`src/rtl/fetch_stage.sv`:
```
// Instruction fetch stage: issues in-order requests to a variable-latency
// instruction memory, buffers returned words and feeds decode one per cycle.
`timescale 1ns/1ps
module fetch_stage #(
  parameter int                   DataWidth   = 32,
  parameter logic [DataWidth-1:0] ResetVector = '0,
  parameter int                   FifoDepth   = 2
) (
  input  logic                 clock,
  input  logic                 reset,
  input  logic                 stall,
  input  logic [1:0]           next_PC_sel,
  input  logic                 Branch,
  input  logic [DataWidth-1:0] BRANCH_TARGET,
  input  logic [DataWidth-1:0] JAL_TARGET,
  input  logic [DataWidth-1:0] JALR_TARGET,
  output logic                 imem_req,
  output logic [DataWidth-1:0] imem_addr,
  input  logic                 imem_gnt,
  input  logic                 imem_rvalid,
  input  logic [DataWidth-1:0] imem_rdata,
  output logic [DataWidth-1:0] Instruction_OUT,
  output logic [DataWidth-1:0] PC_OUT
);

  localparam int PtrW = (FifoDepth > 1) ? $clog2(FifoDepth) : 1;
  localparam int CntW = $clog2(FifoDepth) + 1;
  localparam logic [DataWidth-1:0] Nop    = DataWidth'(32'h0000_0013);
  localparam logic [CntW:0]        Credit = (CntW+1)'(FifoDepth);

  logic [DataWidth-1:0] fetch_pc;

  logic [DataWidth-1:0] aq_mem [FifoDepth];
  logic [PtrW-1:0]      aq_rd;
  logic [PtrW-1:0]      aq_wr;

  logic [DataWidth-1:0] fifo_instr [FifoDepth];
  logic [DataWidth-1:0] fifo_pc    [FifoDepth];
  logic [PtrW-1:0]      fifo_rd;
  logic [PtrW-1:0]      fifo_wr;
  logic [CntW-1:0]      fifo_cnt;

  logic [CntW-1:0]      outstanding;
  logic [CntW-1:0]      discard;

  logic                 redirect;
  logic [DataWidth-1:0] target;
  logic [DataWidth-1:0] target_aligned;
  logic [CntW:0]        in_use;
  logic                 grant;
  logic                 drop;
  logic                 take;
  logic                 fifo_empty;
  logic                 normal;
  logic                 aq_push;
  logic                 fifo_push;
  logic                 fifo_pop;
  logic [DataWidth-1:0] rsp_pc;
  logic [CntW-1:0]      outstanding_next;

  // NOTE: every signal assigned in always_comb gets a default first so no latch is inferred.
  always_comb begin
    redirect = 1'b0;
    target   = BRANCH_TARGET;
    case (next_PC_sel)
      2'b01: redirect = Branch;
      2'b10: begin
        redirect = 1'b1;
        target   = JAL_TARGET;
      end
      2'b11: begin
        redirect = 1'b1;
        target   = JALR_TARGET;
      end
      default: redirect = 1'b0;
    endcase
  end

  assign target_aligned = target & ~DataWidth'(3);

  // Credit covers both in-flight words and buffered words, so a push never overflows.
  assign in_use    = {1'b0, outstanding} + {1'b0, fifo_cnt};
  assign imem_req  = !reset && (in_use < Credit);
  assign imem_addr = fetch_pc;

  assign grant      = imem_req && imem_gnt;
  assign drop       = imem_rvalid && (discard != '0);
  assign take       = imem_rvalid && (discard == '0);
  assign fifo_empty = (fifo_cnt == '0);
  assign rsp_pc     = aq_mem[aq_rd];

  assign normal    = !reset && !redirect;
  assign aq_push   = normal && grant;
  assign fifo_pop  = normal && !stall && !fifo_empty;
  assign fifo_push = normal && take && (stall || !fifo_empty);

  // Every response retires one in-flight request, whether it is kept or dropped.
  assign outstanding_next = outstanding + CntW'(grant) - CntW'(imem_rvalid);

  // NOTE: buffer storage carries no reset; the pointers and counts alone define validity.
  always_ff @(posedge clock) begin
    if (aq_push) aq_mem[aq_wr] <= fetch_pc;
    if (fifo_push) begin
      fifo_instr[fifo_wr] <= imem_rdata;
      fifo_pc[fifo_wr]    <= rsp_pc;
    end
  end

  always_ff @(posedge clock) begin
    if (reset) begin
      fetch_pc        <= ResetVector;
      aq_rd           <= '0;
      aq_wr           <= '0;
      fifo_rd         <= '0;
      fifo_wr         <= '0;
      fifo_cnt        <= '0;
      outstanding     <= '0;
      discard         <= '0;
      Instruction_OUT <= Nop;
      PC_OUT          <= ResetVector;
    end else if (redirect) begin
      fetch_pc        <= target_aligned;
      aq_rd           <= '0;
      aq_wr           <= '0;
      fifo_rd         <= '0;
      fifo_wr         <= '0;
      fifo_cnt        <= '0;
      outstanding     <= outstanding_next;
      discard         <= outstanding_next;
      Instruction_OUT <= Nop;
    end else begin
      if (grant) begin
        aq_wr    <= aq_wr + 1'b1;
        fetch_pc <= fetch_pc + DataWidth'(4);
      end
      if (take) aq_rd <= aq_rd + 1'b1;
      if (drop) discard <= discard - 1'b1;
      outstanding <= outstanding_next;

      if (!stall) begin
        if (!fifo_empty) begin
          Instruction_OUT <= fifo_instr[fifo_rd];
          PC_OUT          <= fifo_pc[fifo_rd];
        end else if (take) begin
          Instruction_OUT <= imem_rdata;
          PC_OUT          <= rsp_pc;
        end else begin
          Instruction_OUT <= Nop;
        end
      end

      if (fifo_push) fifo_wr <= fifo_wr + 1'b1;
      if (fifo_pop)  fifo_rd <= fifo_rd + 1'b1;
      fifo_cnt <= fifo_cnt + CntW'(fifo_push) - CntW'(fifo_pop);
    end
  end

endmodule
```
`config.mk`:
```
export PLATFORM = sky130hd
export DESIGN_NAME = fetch_stage
export DESIGN_NICKNAME = d
export VERILOG_FILES = /design/src/rtl/fetch_stage.sv
export SDC_FILE = /design/constraint.sdc
export NUM_CORES = 1
export LEC_CHECK = 0
export CORE_MARGIN = 2
export CORE_UTILIZATION = 29
export DETAILED_ROUTE_END_ITERATION = 16
export GPL_TIMING_DRIVEN = 0
export PLACE_DENSITY = 0.59
export SETUP_SLACK_MARGIN = 0.1
export SYNTH_ARGS = -nofsm -noshare
export SYNTH_HDL_FRONTEND = slang
export SYNTH_SLANG_ARGS = --single-unit
```
`constraint.sdc`:
```
create_clock -name clock -period 8.6 [get_ports clock]
set_input_delay 1.72 -clock clock [delete_from_list [all_inputs] [get_ports clock]]
set_output_delay 1.72 -clock clock [all_outputs]
set_load 0.05 [all_outputs]
```
==> impl_metrics.yaml <==
outcome:
  outcome: "finished clean"
drt:
  route.vias.total: 9580
  routedWlPerCell_microns: 19.36
  ant_nets: 0
  wl_microns: 37210
  drc: 0
  firstDrtPassIters: 5
  first_iter_violations: 725
  viasPerCell: 4.984
clock_network:
  insertion_delay_ns: 0.56
  cts_tree: "built"
  h-tree-depth: 1
  clk_pin_slew_worst_paths_ns: 0.06
  cts-resized-gates: 0
  cts_buffers: 30
  cts-root-buf: "clkbuf_16"
  clock-sinks: 288
  postCtsHoldBufs: 0
  cts_max_path_buffers: 3
  postCtsSetupRepairBufs: 0
grt:
  grt_pass1_wl_microns: 56160
  grt_usage_pct: 16.13
  grt_pass1_vias: 9479
  overflow: 0
  grt_max_degree: 33
  grt_antenna_before_repair: 0
synthesis:
  synth.cell_area_sq_um: 12660
  yosys_warnings: 0
  synth_enable_flop_cells: 184
  ys_types: 70
  synth-async-reset-ratio_pct: 0
  yosys-top-cells-count: "edfxtp_1 (184), dfxtp_1 (104), nand2_1 (92)"
  postSynthAreaPerCell_sq_um: 11.98
  synth.area.top_cells: "edfxtp_1 (44%), dfxtp_1 (16%), mux2_2 (5.5%), mux2i_1 (2.8%), nand2_1 (2.7%)"
  ys_ff_latch: 288
  synth_cells: 1057
  synth_most_common_cell: "edfxtp_1"
  yosysSeqAreaShare_pct: 60.08
  synthFlopType: "edfxtp_1"
  yosysTopAreaCell: "edfxtp_1"
  yosysTopAreaCellShare_pct: 43.64
worst_setup_path:
  ff2ff_setup_slack_ns: 5.03
  cp_max_fo: 10
  path_delay_family: "buffers and inverters"
  arrival_ns: 3.62
  end_kind: "primary output"
  worst-path-buf-inv: 3
  crit_path_start_kind: "primary input"
  crit_required_ns: 6.88
  cpMaxStageDelayCell: "clkdlybuf4s50_1"
  worstSetupPathType: "in -> out"
  slowest_delay_ns: 0.88
  cp_cell_sequence: "buf_2 > clkbuf_1 > nor3_1 > clkdlybuf4s50_1"
place:
  place_ws_ns: 3.174
  gp_congestion: 0.9012
  port_buffers: 218
  hpwl_microns: 27380
power:
  switching_power_w: 0.0008706
  seqPwrFrac_pct: 47.1
  pwr-share-clk_pct: 39.2
  power_frac_comb_pct: 13.7
  p_int_w: 0.002461
  p_leak_nw: 5.273
  vdd_ir_drop_max_uv: 135.3
  p_total_w: 0.003331
  switching_share_pct: 26.13
  p_per_area_nw_per_um2: 199.8
timing:
  finalCritPeriodShare_pct: 62.04
  setup_slack_ns: 3.265
  drv_slew: 0
  finalCriticalPeriod_ns: 5.335
  hold_viol: 0
  tightestPinTransition_ns: 1.033
  max_slew_margin_pct: 30.55
  setup_viol: 0
  finClkSkew_ns: 0.01015
  rsz0062_at_grt: "false"
  fin_setup_tns_ns: 0
  timing.fmax_ghz: 0.1874
cells_and_area:
  multiInputGateArea_sq_um: 4688
  final_nets: 1456
  drive_gt1_share_pct: 10.92
  diodes: 0
  fill_cells: 4151
  seq_area_sq_um: 7607
  area_growth_pct: 31.72
floorplanning:
  core.rowCount: 76
  dieArea_sq_um: 45350
  die_h_microns: 212.9
  io_pins: 233
  initial_utilization_pct: 29.39
  design.core.area_sq_um: 43080
  die_w_microns: 212.9
hold_path:
  hold_path.class: "reg -> reg"
run:
  drv_cap: 0
[layout by cell type (no fill, tap or decap), drive strengths merged, types with 7 or more instances in the layout]
cell type	n
nor4	7
buf	27
o21ai	24
a221oi	32
o221ai	7
clkbuf	102
a211oi	11
nor3	49
nand3	20
edfxtp	184
and3	7
nor3b	13
a21oi	48
and4	10
xnor2	7
mux2	62
nand4	13
nor2	42
mux2i	35
a311o	7
o211ai	41
nor2b	43
dfxtp	104
clkinv	9
clkdlybuf4s50	218
nand2	92
o2bb2ai	10
inv	14
[worst reg2reg max path: stages, from the launching register on]
cell and delay [ns]:
dfxtp_1 0.39, and2_1 0.17, fa_1 0.48, nor4b_4 0.48, inv_2 0.11, buf_2 0.22, buf_1 0.35, ha_1 0.40
inv_1 0.04, ha_1 0.18, xor2_1 0.15, xnor2_1 0.25, nor2_1 0.07, o21a_1 0.20
[worst paths after layout]
check                          start                       to  cells past startpoint
max                            reset                 imem_req                      4
max reg2reg   fifo_cnt[0]$_SDFF_PP0_  discard[1]$_SDFFE_PP0P_                     13
min          PC_OUT[15]$_SDFFE_PP0P_  PC_OUT[15]$_SDFFE_PP0P_                      2
min reg2reg  PC_OUT[15]$_SDFFE_PP0P_  PC_OUT[15]$_SDFFE_PP0P_                      2
[kinds of logic (layout without fill, tap and decap cells)]
family                     after synthesis  in the layout  share of synthesized area, %
and+or+nand+nor                        333            333                         14.22
DFF                                    288            288                         60.09
AOI/OAI and AO/OA                      222            222                         12.75
buffers and inverters                   98            375                         3.123
muxes                                   97             97                         8.281
xor gates and xnor gates                11             11                        0.7609
adders and majority gates                7              7                        0.7511
other                                    1              4                       0.02962
[metrics by stage]
stage	cell area, sq um	util (%)	hold WS, ns	cells
2_1_floorplan	12670	-	0.4725	1060
3_3_place_gp	15590	36.18	0.4478	1863
3_5_place_dp	15670	36.38	0.4482	1866
4_1_cts	16680	38.72	0.4572	1922
5_1_grt	16680	38.72	0.4699	1922
6_report	16680	38.72	0.4537	1922
[area by class of cell]
type / count / share of cell area [%]
clock inverters: 16 / 0.8703
multi-input cells: 674 / 28.11
inverters: 12 / 0.2701
well taps: 585 / 4.389
plain buffers: 86 / 2.101
repair buffers: 221 / 13.49
flip-flops and latches: 288 / 45.61
clock buffers: 40 / 5.154
[flip-flops by register name, summed over array words and instances, names as in the netlist, 2 cells and up, named ones only]
name and flops:
fifo_cnt 2, fifo_instr 64, PC_OUT 30, outstanding 2, fifo_pc 60, imem_addr 30
discard 2, Instruction_OUT 32, aq_mem 60
[per-layer routing]
metal  part of all wire, %  GRT usage (%)  up-vias  wire [microns]
met4                   2.0          4.316        0             732
li1                      -              -     4571               -
met5                     0              0        -               0
met1                    43          20.37     4632           15970
met3                   7.2          3.839       53            2688
met2                    48          27.57      324           17820
[power by group through the flow]
stage	clock, W	sequential, W	combinational, W
after global placement	0	0.00160	0.000456
after CTS	0.00133	0.00157	0.000460
final	0.00131	0.00157	0.000458
after global routing	0.00139	0.00157	0.000490
after floorplan	0	0.00167	0.000182
after detailed placement	0	0.00160	0.000458
(Power assumes the default switching activity.)
